`src/rtl/muldiv_unit.sv`:
```
// Iterative MULT/MULTU/DIV/DIVU unit with HI/LO registers, one bit per cycle.
// Optional build macro MULDIV_EARLY_TERM_EN: multiplies stop once the remaining multiplier bits are zero.
module muldiv_unit #(
   parameter int WIDTH = 32
) (
   input  logic             clk,
   input  logic             reset,
   input  logic             start,
   input  logic [1:0]       op,
   input  logic [WIDTH-1:0] a,
   input  logic [WIDTH-1:0] b,
   input  logic             mthi,
   input  logic             mtlo,
   input  logic [WIDTH-1:0] wdata,
   output logic             busy,
   output logic             done,
   output logic             divzero,
   output logic [WIDTH-1:0] hi,
   output logic [WIDTH-1:0] lo
);
   localparam int CW = $clog2(WIDTH + 1);

   typedef enum logic [1:0] {S_IDLE, S_CALC, S_FIX} state_e;

   state_e             state_q, state_d;
   logic [CW-1:0]      cnt_q, cnt_d;
   logic               isdiv_q, isdiv_d;
   logic               sa_q, sa_d, sb_q, sb_d;
   logic               dz_q, dz_d;
   // mult: acc = running product, aux = shifted multiplicand, mplr = remaining multiplier
   // div:  acc = partial remainder, aux = divisor, mplr = dividend shifting into quotient
   logic [2*WIDTH-1:0] acc_q, acc_d, aux_q, aux_d;
   logic [WIDTH-1:0]   mplr_q, mplr_d;
   logic [WIDTH-1:0]   hi_q, hi_d, lo_q, lo_d;
   logic               done_q, done_d, divzero_q, divzero_d;

   logic               sa_in, sb_in, b_zero;
   logic [WIDTH-1:0]   mag_a, mag_b;
   logic [2*WIDTH-1:0] sum, prod;
   logic [WIDTH:0]     shifted, diff;

   assign sa_in   = ~op[0] & a[WIDTH-1];
   assign sb_in   = ~op[0] & b[WIDTH-1];
   assign mag_a   = sa_in ? -a : a;
   assign mag_b   = sb_in ? -b : b;
   assign b_zero  = (b == '0);
   assign sum     = acc_q + aux_q;
   assign shifted = {acc_q[WIDTH-1:0], mplr_q[WIDTH-1]};
   assign diff    = shifted - {1'b0, aux_q[WIDTH-1:0]};
   assign prod    = (sa_q ^ sb_q) ? -acc_q : acc_q;

   always_comb begin
      state_d   = state_q;
      cnt_d     = cnt_q;
      isdiv_d   = isdiv_q;
      sa_d      = sa_q;
      sb_d      = sb_q;
      dz_d      = dz_q;
      acc_d     = acc_q;
      aux_d     = aux_q;
      mplr_d    = mplr_q;
      hi_d      = hi_q;
      lo_d      = lo_q;
      done_d    = 1'b0;
      divzero_d = divzero_q;
      case (state_q)
         S_IDLE: begin
            if (start) begin
               isdiv_d = op[1];
               sa_d    = sa_in;
               sb_d    = sb_in;
               dz_d    = op[1] & b_zero;
               cnt_d   = CW'(WIDTH);
               acc_d   = '0;
               state_d = S_CALC;
               if (op[1]) begin
                  mplr_d = b_zero ? a : mag_a;
                  aux_d  = {{WIDTH{1'b0}}, mag_b};
                  if (b_zero) state_d = S_FIX;
               end else begin
                  mplr_d = mag_b;
                  aux_d  = {{WIDTH{1'b0}}, mag_a};
`ifdef MULDIV_EARLY_TERM_EN
                  if (b_zero) state_d = S_FIX;
`endif
               end
            end else begin
               if (mthi) hi_d = wdata;
               if (mtlo) lo_d = wdata;
            end
         end
         S_CALC: begin
            cnt_d = cnt_q - 1'b1;
            if (isdiv_q) begin
               // restoring step: keep the difference only when it did not go negative
               acc_d  = {{(WIDTH-1){1'b0}}, diff[WIDTH] ? shifted : diff};
               mplr_d = {mplr_q[WIDTH-2:0], ~diff[WIDTH]};
            end else begin
               acc_d  = mplr_q[0] ? sum : acc_q;
               aux_d  = aux_q << 1;
               mplr_d = mplr_q >> 1;
            end
            if (cnt_q == CW'(1)) state_d = S_FIX;
`ifdef MULDIV_EARLY_TERM_EN
            if (!isdiv_q && mplr_d == '0) state_d = S_FIX;
`endif
         end
         S_FIX: begin
            state_d   = S_IDLE;
            cnt_d     = '0;
            done_d    = 1'b1;
            divzero_d = dz_q;
            if (!isdiv_q) begin
               hi_d = prod[2*WIDTH-1:WIDTH];
               lo_d = prod[WIDTH-1:0];
            end else if (dz_q) begin
               hi_d = mplr_q;
               lo_d = '1;
            end else begin
               lo_d = (sa_q ^ sb_q) ? -mplr_q : mplr_q;
               hi_d = sa_q ? -acc_q[WIDTH-1:0] : acc_q[WIDTH-1:0];
            end
         end
         default: state_d = S_IDLE;
      endcase
   end

   always_ff @(posedge clk) begin
      if (!reset) begin
         state_q   <= S_IDLE;
         cnt_q     <= '0;
         isdiv_q   <= 1'b0;
         sa_q      <= 1'b0;
         sb_q      <= 1'b0;
         dz_q      <= 1'b0;
         acc_q     <= '0;
         aux_q     <= '0;
         mplr_q    <= '0;
         hi_q      <= '0;
         lo_q      <= '0;
         done_q    <= 1'b0;
         divzero_q <= 1'b0;
      end else begin
         state_q   <= state_d;
         cnt_q     <= cnt_d;
         isdiv_q   <= isdiv_d;
         sa_q      <= sa_d;
         sb_q      <= sb_d;
         dz_q      <= dz_d;
         acc_q     <= acc_d;
         aux_q     <= aux_d;
         mplr_q    <= mplr_d;
         hi_q      <= hi_d;
         lo_q      <= lo_d;
         done_q    <= done_d;
         divzero_q <= divzero_d;
      end
   end

   assign busy    = (state_q != S_IDLE);
   assign done    = done_q;
   assign divzero = divzero_q;
   assign hi      = hi_q;
   assign lo      = lo_q;
endmodule

```
`config.mk`:
```
export PLATFORM = sky130hd
export DESIGN_NAME = muldiv_unit
export DESIGN_NICKNAME = d
export VERILOG_FILES = /design/src/rtl/muldiv_unit.sv
export SDC_FILE = /design/constraint.sdc
export NUM_CORES = 1
export LEC_CHECK = 0
export ABC_AREA = 1
export CAP_MARGIN = 40
export CORE_AREA = 10 10 266 268
export DETAILED_ROUTE_END_ITERATION = 10
export DIE_AREA = 0 0 276 278
export DONT_BUFFER_PORTS = 1
export PLACE_DENSITY = 0.57
export SLEW_MARGIN = 40
export SYNTH_ARGS = -nofsm -noshare
export SYNTH_HDL_FRONTEND = slang
export SYNTH_SLANG_ARGS = --single-unit
```
`constraint.sdc`:
```
create_clock -name clk -period 3 [get_ports clk]
set_input_delay 0.15 -clock clk [delete_from_list [all_inputs] [get_ports clk]]
set_output_delay 0.15 -clock clk [all_outputs]
set_load 0.01 [all_outputs]
```
# Word-level counts from Yosys, hierarchy flattened

Cells that the tools add are included.

Input bits: 103
Logic and storage cells: 88
Output and inout port bits: 67
Register bits: 238

Multiplexer cells: 37
Bitwise gates (word level): 6
Reductions and logical operators: 14
Equal/unequal tests: 10
Add/subtract/negate cells: 8

Operator list:

| kind                                              | count |
|---|---|
| 2-to-1 mux 32 bit                                 | 17 |
| 2-to-1 mux 64 bit                                 | 6 |
| case mux 64 bit (2 select lines)                  | 2 |
| case mux 32 bit (2 select lines)                  | 3 |
| negator 32 bit                                    | 4 |
| adder 64 bit                                      | 1 |
| negator 64 bit                                    | 1 |
| 2-to-1 mux 33 bit                                 | 1 |
| subtractor 33 x 32 -> 33 bit                      | 1 |
| zero test 32 bit                                  | 1 |
| case mux 6 bit (3 select lines)                   | 1 |
| != test 2 bit (second input constant)             | 6 |
| AND reduction 3 bit                               | 4 |
| 2-to-1 mux 2 bit                                  | 4 |
| AND reduction 2 bit                               | 4 |
| == test 6 x 1 -> 1 bit (second input constant)    | 1 |
| 2-to-1 mux 6 bit                                  | 1 |
| nonzero test 2 bit                                | 3 |
| subtractor 6 x 1 -> 6 bit (second input constant) | 1 |
| case mux 2 bit (2 select lines)                   | 1 |
| AND 1 bit                                         | 3 |
| != test 3 bit (second input constant)             | 1 |
| nonzero test 3 bit                                | 1 |
| == test 2 x 1 -> 1 bit (second input constant)    | 1 |
| other kinds (5)                                   | 6 |

# Logic depth before layout (Yosys ltp)

Gate-level depths: netlist (run 1).

Word-level depth: 7
Gate-level depth with buffers: 23
Depth with buffers taken out: 23

# Least setup slack after synthesis (run 1)

Ideal clock, no wire load.

Path type: register -> register
Start point: register mplr_q[31]
End point: register acc_q[3]
Setup time: 70 ps
Buffers on the path: 1
Slack: -96 ps
Data required time: 2930 ps
Clock period less this slack: 3096 ps
Stages on the path, launching flop included: 23
Arrival: 3025 ps
Path through: dfxtp_1 > inv_1 > ha_1 > fa_1 > inv_1 > nand3_1 > nand3_1 > nand2_1 > nand2_1 > nand2_1 > nand2_1 > nand2_1 > nand2_1 > nand2_1 > a21oi_1 > or2_2 > ha_1 > clkinv_1 > clkbuf_1 > a21oi_1 > a21oi_1 > o21ai_0 > a21oi_1

Longest elaborated chain between the ends: 4

RTL lines:

| item                             | line | source |
|---|---|---|
| start: declaration               | 33   | `logic [WIDTH-1:0] mplr_q, mplr_d;` |
| start signal: assignment         | 152  | `mplr_q <= mplr_d;` |
| subtractor 33 x 32 -> 33 bit     | 49   | `assign diff = shifted - {1'b0, aux_q[WIDTH-1:0]};` |
| 2-to-1 mux 33 bit                | 96   | `acc_d = {{(WIDTH-1){1'b0}}, diff[WIDTH] ? shifted : diff};` |
| 2-to-1 mux 64 bit                | 94   | `if (isdiv_q) begin` |
| case mux 64 bit (2 select lines) | 66   | `case (state_q)` |
| end signal: assignment           | 136  | `acc_q <= '0;` |
| end signal: assignment           | 150  | `acc_q <= acc_d;` |
| end: declaration                 | 32   | `logic [2*WIDTH-1:0] acc_q, acc_d, aux_q, aux_d;` |

No other way between the ends.
A chain may end at the register's enable or synchronous reset.

# Worst setup path after layout (run 1)

Start point: register mplr_q[31]
End point: register acc_q[12]

Same word-level chain as after synthesis.

==> results of run 1 <==
-- tightest hold or removal path, stage by stage --
cell and delay, ps:
xnor2_1 50, inv_1 90, nand2_1 60, o211ai_1 120
a221oi_1 90
-- stage by stage --
stage	hold WS [ps]	total power, mW
finish	14.9	16.7
global route	29.4	17.6
CTS	1.18	16.3
detailed placement	275	12.0
global placement	277	12.0
floorplan	259	9.03
-- synth_stat cells, drive strengths merged --
cell / instances
o21bai: 19
clkinv: 3
a21oi: 490
nand3: 481
xor2: 63
clkbuf: 118
dfxtp: 238
nor4: 10
a31o: 1
o211ai: 65
o221ai: 5
nor3: 39
a211oi: 4
a31oi: 15
o31ai: 1
ha: 106
and2: 4
inv: 612
buf: 77
nor2: 481
a22oi: 4
or2: 19
o21a: 1
and3: 2
nand2: 1480
a32oi: 1
o21ai: 266
nand4: 51
xnor2: 8
o22ai: 2
fa: 2
nand3b: 23
a221oi: 31
a21o: 2
-- layout by cell type (no fill, tap or decap), types with 65 or more instances in the layout --
| cell | instances |
|---|---|
| ha_1 | 91 |
| o211ai_1 | 65 |
| a21oi_1 | 477 |
| nor2_1 | 433 |
| nand2_1 | 1454 |
| nand3_1 | 469 |
| buf_4 | 189 |
| dfxtp_1 | 234 |
| inv_1 | 587 |
| dlygate4sd3_1 | 86 |
| o21ai_0 | 249 |
-- layout make-up --
class,count,area (sq um)
Fill cell,7284,35200
Multi-Input combinational cell,3676,18200
Sequential cell,238,4770
Timing Repair Buffer,293,2650
Inverter,615,2320
Tap cell,864,1080
Clock buffer,37,817
Clock inverter,19,297
Antenna cell,1,2.50
-- metal layers --
layer  wire length [microns]  vias to the layer above  global-route usage
met5                      35                        -                   0
met4                    6370                        6               0.135
met3                   11900                      217              0.0679
met2                   53600                     1443               0.474
met1                   51900                    14800               0.392
li1                        -                    15600                   -
-- what timing repair did --
item / 4_1_cts / 5_1_grt
setup buffers: 0 / 4
gates cloned: 0 / 3
hold endpoints to repair: 135 / 0
resized for setup: 6 / 53
setup endpoints to repair: 18 / 34
pin swaps: 0 / 14
hold buffers: 88 / 0
-- power groups by stage --
stage / Combinational [mW] / Clock [mW] / Sequential, mW
2_1_floorplan: 5.14 / 0 / 3.89
3_3_place_gp: 7.92 / 0 / 4.05
3_5_place_dp: 7.90 / 0 / 4.06
4_1_cts: 8.11 / 4.18 / 3.99
5_1_grt: 9.30 / 4.29 / 4.04
6_report: 8.57 / 4.13 / 4.01
-- final timing paths --
| check | start | to | slack, ps | depth (start not counted) |
|---|---|---|---|---|
| setup reg to reg | mplr_q[31] | acc_q[12] | 70 | 23 |
| setup / recovery | mplr_q[31] | acc_q[12] | 70 | 23 |
| hold reg to reg | aux_q[63] | aux_q[63] | 480 | 2 |
| hold / removal | a[4] | aux_q[4] | 10 | 5 |
-- state kept, by name, indices dropped and copies added, names as in the netlist --
register / flops
mplr_q: 32
done: 1
sa_q: 1
cnt_q: 6
state_q: 2
hi: 32
sb_q: 1
isdiv_q: 1
aux_q: 64
lo: 32
acc_q: 64
divzero: 1
dz_q: 1
-- cell families (layout without fill, tap and decap cells) --
logic type | Yosys count | count (layout) | synth area share
adder cells (fa/ha/maj) | 108 | 108 | 0.0528
XOR/XNOR | 71 | 71 | 0.0243
buffers and inverters | 810 | 964 | 0.123
AO/OA/AOI/OAI | 907 | 907 | 0.192
AND/OR/NAND/NOR | 2590 | 2590 | 0.424
flip-flops | 238 | 238 | 0.184
other | 0 | 1 | 0
==> parameters.txt, run 1 <==
Parameter                              Value

Route
  Routed via count divided by cell count ... 5.60
  Number of antenna-violating nets in the routed design ... 0
  Total routed wirelength ... 124000 microns
  Wire length per cell after detailed routing ... 21.6 microns
  Length of the first detailed-routing pass in iterations ... 6
  DRC violations left ... 0
  Starting DRC count in detailed routing ... 3477
  Overall via count from detail_route ... 32100

Synthesis
  Synthesis warning total ... 0
  Area share of the leading cell type in the synthesized netlist ... 0.212
  Cell type with the largest total area after synthesis ... nand2_1
  Netlist area before placement ... 25900 sq um
  Main area contributors after synthesis ... nand2_1, dfxtp_1, a21oi_1, nand3_1, inv_1
  Sequential element share of the synthesized area ... 0.184
  Number of unique standard cell types used by synthesis ... 54
  Number of synthesized register bits ... 238
  Average cell area after synthesis ... 5.48 sq um
  Total nets after synthesis ... 4935
  Count of mapped cells out of synthesis ... 4724

Timing
  Setup total negative slack ... 0 ps
  Final setup margin ... 70.1 ps
  Time the final worst path needs with I/O delays and setup ... 2930 ps
  Fin. max-slew vios ... 0
  Layout Skew ... 21.8 ps
  Unrepaired setup endpoints after global routing ... yes
  Worst slew slack as a fraction of its limit ... 0.440
  Final Hold Violating Endpoints ... 0
  Slew of the pin with the lowest slew margin ... 840 ps
  Maximum achievable frequency ... 0.341 GHz
  Setup-failing EPs final ... 0
  Final worst path period share ... 0.977

Power and ir drop
  Sequential Power Share ... 0.240
  Internal ... 8.85 mW
  Proportion of total power due to net switching ... 0.471
  Leak Pwr ... 15.0 nW
  Pwr dens ... 554 nW/um^2
  Sw power ... 7.87 mW
  Max IR drop VDD ... 0.438 mV
  Clk network pwr share ... 0.247
  Combinational fraction of design power ... 0.513

Setup path
  CP max stage delay ... 370 ps
  Data required time of the worst path ... 3520 ps
  Data arrival time of the critical path ... 3450 ps
  Critical path cell sequence ... inv_2 > ha_4 > fa_2 > inv_2 > nand3_2 > nand3_2 > nand2_2 > nand2_2 > nand2_2 > nand2_2 > nand2_2 > nand2_1 > nand2_1 > a21oi_1 > or2_4 > ha_4 > inv_6 > buf_12 > buf_4 > a21oi_1 > nand2_1 > nand3_1 > a21oi_1
  Largest fanout on the critical path ... 7
  Kind of end point of the critical path ... flop
  Buffer and inverter count on the worst path ... 5
  Crit path max-delay cell type ... fa_2
  Worst path top cell family by delay ... simple AND/OR/NAND/NOR gates
  Path type of the worst setup path ... reg -> reg
  Library cell appearing most often on the critical path ... nand2_2
  Startpoint types ... flop

Floorplan
  Die H ... 278 microns
  Die Outline Area ... 76700 sq um
  Starting density of the core ... 0.396
  Placement row count ... 94
  Area inside the core boundary ... 65400 sq um
  Die X-Extent ... 276 microns
  Count of pins on the block boundary ... 170

Global route
  Number of global-route vias before repair ... 29200
  Remaining global-route overflow ... 0
  Total global-route track usage ... 0.303
  Antenna violations before repair ... 3
  Global-route wire length before repair ... 183000 microns
  Maximum number of pins on one net before global-route repair ... 131

Finish
  Final non-filler cell area ... 30200 sq um
  Final Net Count ... 5065
  Core Util, Final ... 0.461
  Fraction of layout cells with a size suffix above 1 ... 0.0877
  Number of cells in the finished layout apart from fillers ... 5743
  Synthesis-to-layout area growth ... 16.6%

Placement
  Gpl congestion ... 1.02
  Sum of net half-perimeters after detailed placement ... 98400 microns
  Placed Instances ... 5591
  Post-place instance area ... 27700 sq um
  Placement-stage worst setup slack ... -68.7 ps
  Buffers added on ports ... 0

CTS
  Deepest clock path buffer count ... 3
  H-Tree Depth ... 1
  Clock root buffer ... clkbuf_16
  Clock net sink count ... 238
  TritonCTS Buffers ... 30
  Insertion delay to the later sink of the worst-skew pair ... 610 ps
  Reg clk slew, reported paths ... 60 ps
  CTS tree ... done

Flow run
  Max-capacitance violation count ... 0

Hold path
  Tightest Hold Check Type ... in -> reg

Outcome
  Run status ... finished, final reports clean
(Power assumes the default switching activity.)
==> run 2, diff against run 1 <==
- ABC_AREA: 1 -> 0
- CORE_AREA: 10 10 266 268 -> 10 10 241 243
- DIE_AREA: 0 0 276 278 -> 0 0 251 253
- RECOVER_POWER: not set -> 50
==> parameters.txt, run 2 <==
Parameter                              Value

Route
  Routed via count divided by cell count ... 6.06
  Starting DRC count in detailed routing ... 2412
  Overall via count from detail_route ... 24200
  Total routed wirelength ... 97700 microns
  Length of the first detailed-routing pass in iterations ... 5
  DRC violations left ... 0
  Wire length per cell after detailed routing ... 24.4 microns
  Number of antenna-violating nets in the routed design ... 0

Global route
  Number of global-route vias before repair ... 23000
  Antenna violations before repair ... 0
  Total global-route track usage ... 0.289
  Maximum number of pins on one net before global-route repair ... 157
  Global-route wire length before repair ... 144000 microns
  Remaining global-route overflow ... 0

Power and ir drop
  Combinational fraction of design power ... 0.441
  Sequential Power Share ... 0.280
  Internal ... 8.24 mW
  Proportion of total power due to net switching ... 0.385
  Leak Pwr ... 12.4 nW
  Clk network pwr share ... 0.279
  Sw power ... 5.17 mW
  Pwr dens ... 457 nW/um^2
  Max IR drop VDD ... 0.437 mV

Finish
  Synthesis-to-layout area growth ... 39.0%
  Final Net Count ... 3489
  Most frequent standard cell in the layout excluding fill and tap cells ... buf_4
  Core Util, Final ... 0.550
  Inserted Diodes ... 0
  Highest-count cells in the layout ignoring fill and taps ... buf_4, nand2_1, dfxtp_1, o21ai_0, a21oi_1
  Fraction of layout cells with a size suffix above 1 ... 0.281
  Number of cells in the finished layout apart from fillers ... 3997
  Biggest regs ... acc_q x64, aux_q x64

Synthesis
  Main area contributors after synthesis ... dfxtp_1, xnor2_1, ha_1, o21ai_0, a21oi_1
  Most numerous cell types in the synthesized netlist ... o21ai_0, nand2_1, dfxtp_1, clkbuf_1, a21oi_1
  Number of unique standard cell types used by synthesis ... 87
  Area share of the leading cell type in the synthesized netlist ... 0.226
  Count of flip-flops with a built-in enable after synthesis ... 0
  Sequential element share of the synthesized area ... 0.226
  Library cell with the highest instance count after synthesis ... o21ai_0
  Cell type with the largest total area after synthesis ... dfxtp_1
  Total nets after synthesis ... 3031
  Post-synthesis async set-or-reset flop share ... 0
  Average cell area after synthesis ... 7.48 sq um
  Count of mapped cells out of synthesis ... 2820
  Post-synth top flop ... dfxtp_1
  Number of synthesized register bits ... 238
  Synthesis warning total ... 0
  Netlist area before placement ... 21100 sq um

Placement
  Placement-stage worst setup slack ... -905 ps
  Buffers added on ports ... 0
  Placed Instances ... 3802
  Gpl congestion ... 1.02
  Sum of net half-perimeters after detailed placement ... 73000 microns

Setup path
  Reg2reg setup slack ... -810 ps
  Data required time of the worst path ... 3490 ps
  CP max stage delay ... 320 ps
  Buffer and inverter count on the worst path ... 3
  Worst path top cell family by delay ... compound AO/OA/AOI/OAI gates
  Path type of the worst setup path ... reg -> reg
  Largest fanout on the critical path ... 6
  R2r startpoint ... mplr_q[31]
  Critical path cell sequence ... inv_2 > ha_4 > fa_2 > nor2b_4 > o2111ai_4 > a21oi_2 > o211ai_1 > a31oi_2 > a31oi_2 > nand2_2 > a21oi_2 > nor2b_2 > nor3_2 > o21bai_2 > ha_4 > buf_12 > buf_12 > mux2i_1 > a21oi_1 > a22oi_1 > nor2b_1
  Crit path max-delay cell type ... dfxtp_2
  Critical path origin ... mplr_q[31]
  Kind of end point of the critical path ... flop
  Critical Path Stages ... 21
  Crit Reg-Reg Endpoint ... acc_q[3]
  Reg2Reg Depth ... 21
  Startpoint types ... flop
  Data arrival time of the critical path ... 4290 ps
  Endpoint of the most critical setup path ... acc_q[3]

Timing
  Slew of the pin with the lowest slew margin ... 1270 ps
  Final worst path period share ... 1.27
  Unrepaired setup endpoints after global routing ... yes
  Final setup margin ... -805 ps
  Fin. max-slew vios ... 0
  Final worst hold slack ... 19.2 ps
  Worst slew slack as a fraction of its limit ... 0.156
  Time the final worst path needs with I/O delays and setup ... 3810 ps
  Maximum achievable frequency ... 0.263 GHz
  Final Hold Violating Endpoints ... 0
  Setup total negative slack ... -51340 ps
  Layout Skew ... 30.7 ps
  Setup-failing EPs final ... 170

Floorplan
  Count of pins on the block boundary ... 170
  Die X-Extent ... 251 microns
  Die H ... 253 microns
  Starting density of the core ... 0.396
  Placement row count ... 85
  Area inside the core boundary ... 53300 sq um
  Die Outline Area ... 63500 sq um

CTS
  Clock root buffer ... clkbuf_16
  CTS tree ... done
  Clock net sink count ... 238
  Deepest clock path buffer count ... 3
  TritonCTS Buffers ... 30
  Reg clk slew, reported paths ... 70 ps
  Insertion delay to the later sink of the worst-skew pair ... 600 ps
  H-Tree Depth ... 1

Flow run
  Max-capacitance violation count ... 0

Outcome
  Run status ... finished with violations
  Violations in the final reports ... setup timing

Hold path
  Tightest Hold Check Type ... in -> reg
[run 2: cell types whose count changed after synthesis, moves of 86 or more]
cell,before,now
nand2_1,1465,251
clkbuf_1,116,202
nor2_1,438,177
nand3_1,472,48
a21oi_1,486,201
xnor2_1,8,157
inv_1,591,76
[run 2: worst min-delay path by stage]
stage / startpoint / endpoint / slack [ps] / cells after the start
4_1_cts: a[9] / mplr_q[9] / 1 / 3
3_5_place_dp: reset / aux_q[20] / 310 / 1
5_1_grt: op[1] / aux_q[30] / 30 / 4
2_1_floorplan: wdata[17] / lo[17] / 310 / 2
3_3_place_gp: reset / aux_q[20] / 300 / 1
6_report: a[9] / mplr_q[9] / 20 / 3
[run 2: cell type report]
| type | instances | area [sq um] |
|---|---|---|
| fill | 4976 | 24000 |
| timing repair buffer | 647 | 5390 |
| inverter | 78 | 303 |
| sequential | 238 | 4800 |
| tap | 696 | 871 |
| multi-input combinational | 2283 | 17000 |
| clock inverter | 11 | 111 |
| clock buffer | 44 | 885 |
[run 2: logic make-up after synthesis]
kind of cell             Yosys count  share of synthesized area
multiplexers                      82                     0.0398
buffers and inverters            299                     0.0542
adder cells (fa/ha/maj)          108                     0.0647
AND/OR/NAND/NOR                  819                      0.193
flip-flops                       238                      0.226
XOR/XNOR                         265                      0.110
AO/OA/AOI/OAI                   1009                      0.313
[run 2: per-layer routing]
layer,vias up,global-route usage,wire length [microns]
met3,216,0.0550,8470
met4,0,0.117,4800
li1,11300,-,-
met5,-,0,0
met2,1039,0.444,41900
met1,11700,0.391,42500
[run 2: repair_timing]
item,in CTS,in global routing
resized for setup,279,164
hold buffers,66,1
endpoints found under the hold margin,186,1
cloned,2,0
endpoints found under the setup margin,95,104
pin swaps,114,141
setup buffers,59,40
[run 2: tightest hold or removal path, stage by stage]
cell,delay [ps]
and3_1,120
o21ai_0,70
a22o_1,200
[run 2: stage by stage]
step	cell area, sq um	power, mW
final	29300	13.4
after global routing	29300	14.0
after CTS	28600	13.1
after detailed placement	25300	8.80
after global placement	25300	8.74
after floorplan	21300	6.57
[run 2: power groups by stage]
stage	Combinational, mW	Clock, mW	Sequential, mW
3_5_place_dp	4.99	0	3.81
6_report	5.91	3.74	3.75
3_3_place_gp	4.94	0	3.81
5_1_grt	6.27	3.90	3.79
4_1_cts	5.54	3.77	3.75
2_1_floorplan	2.81	0	3.76
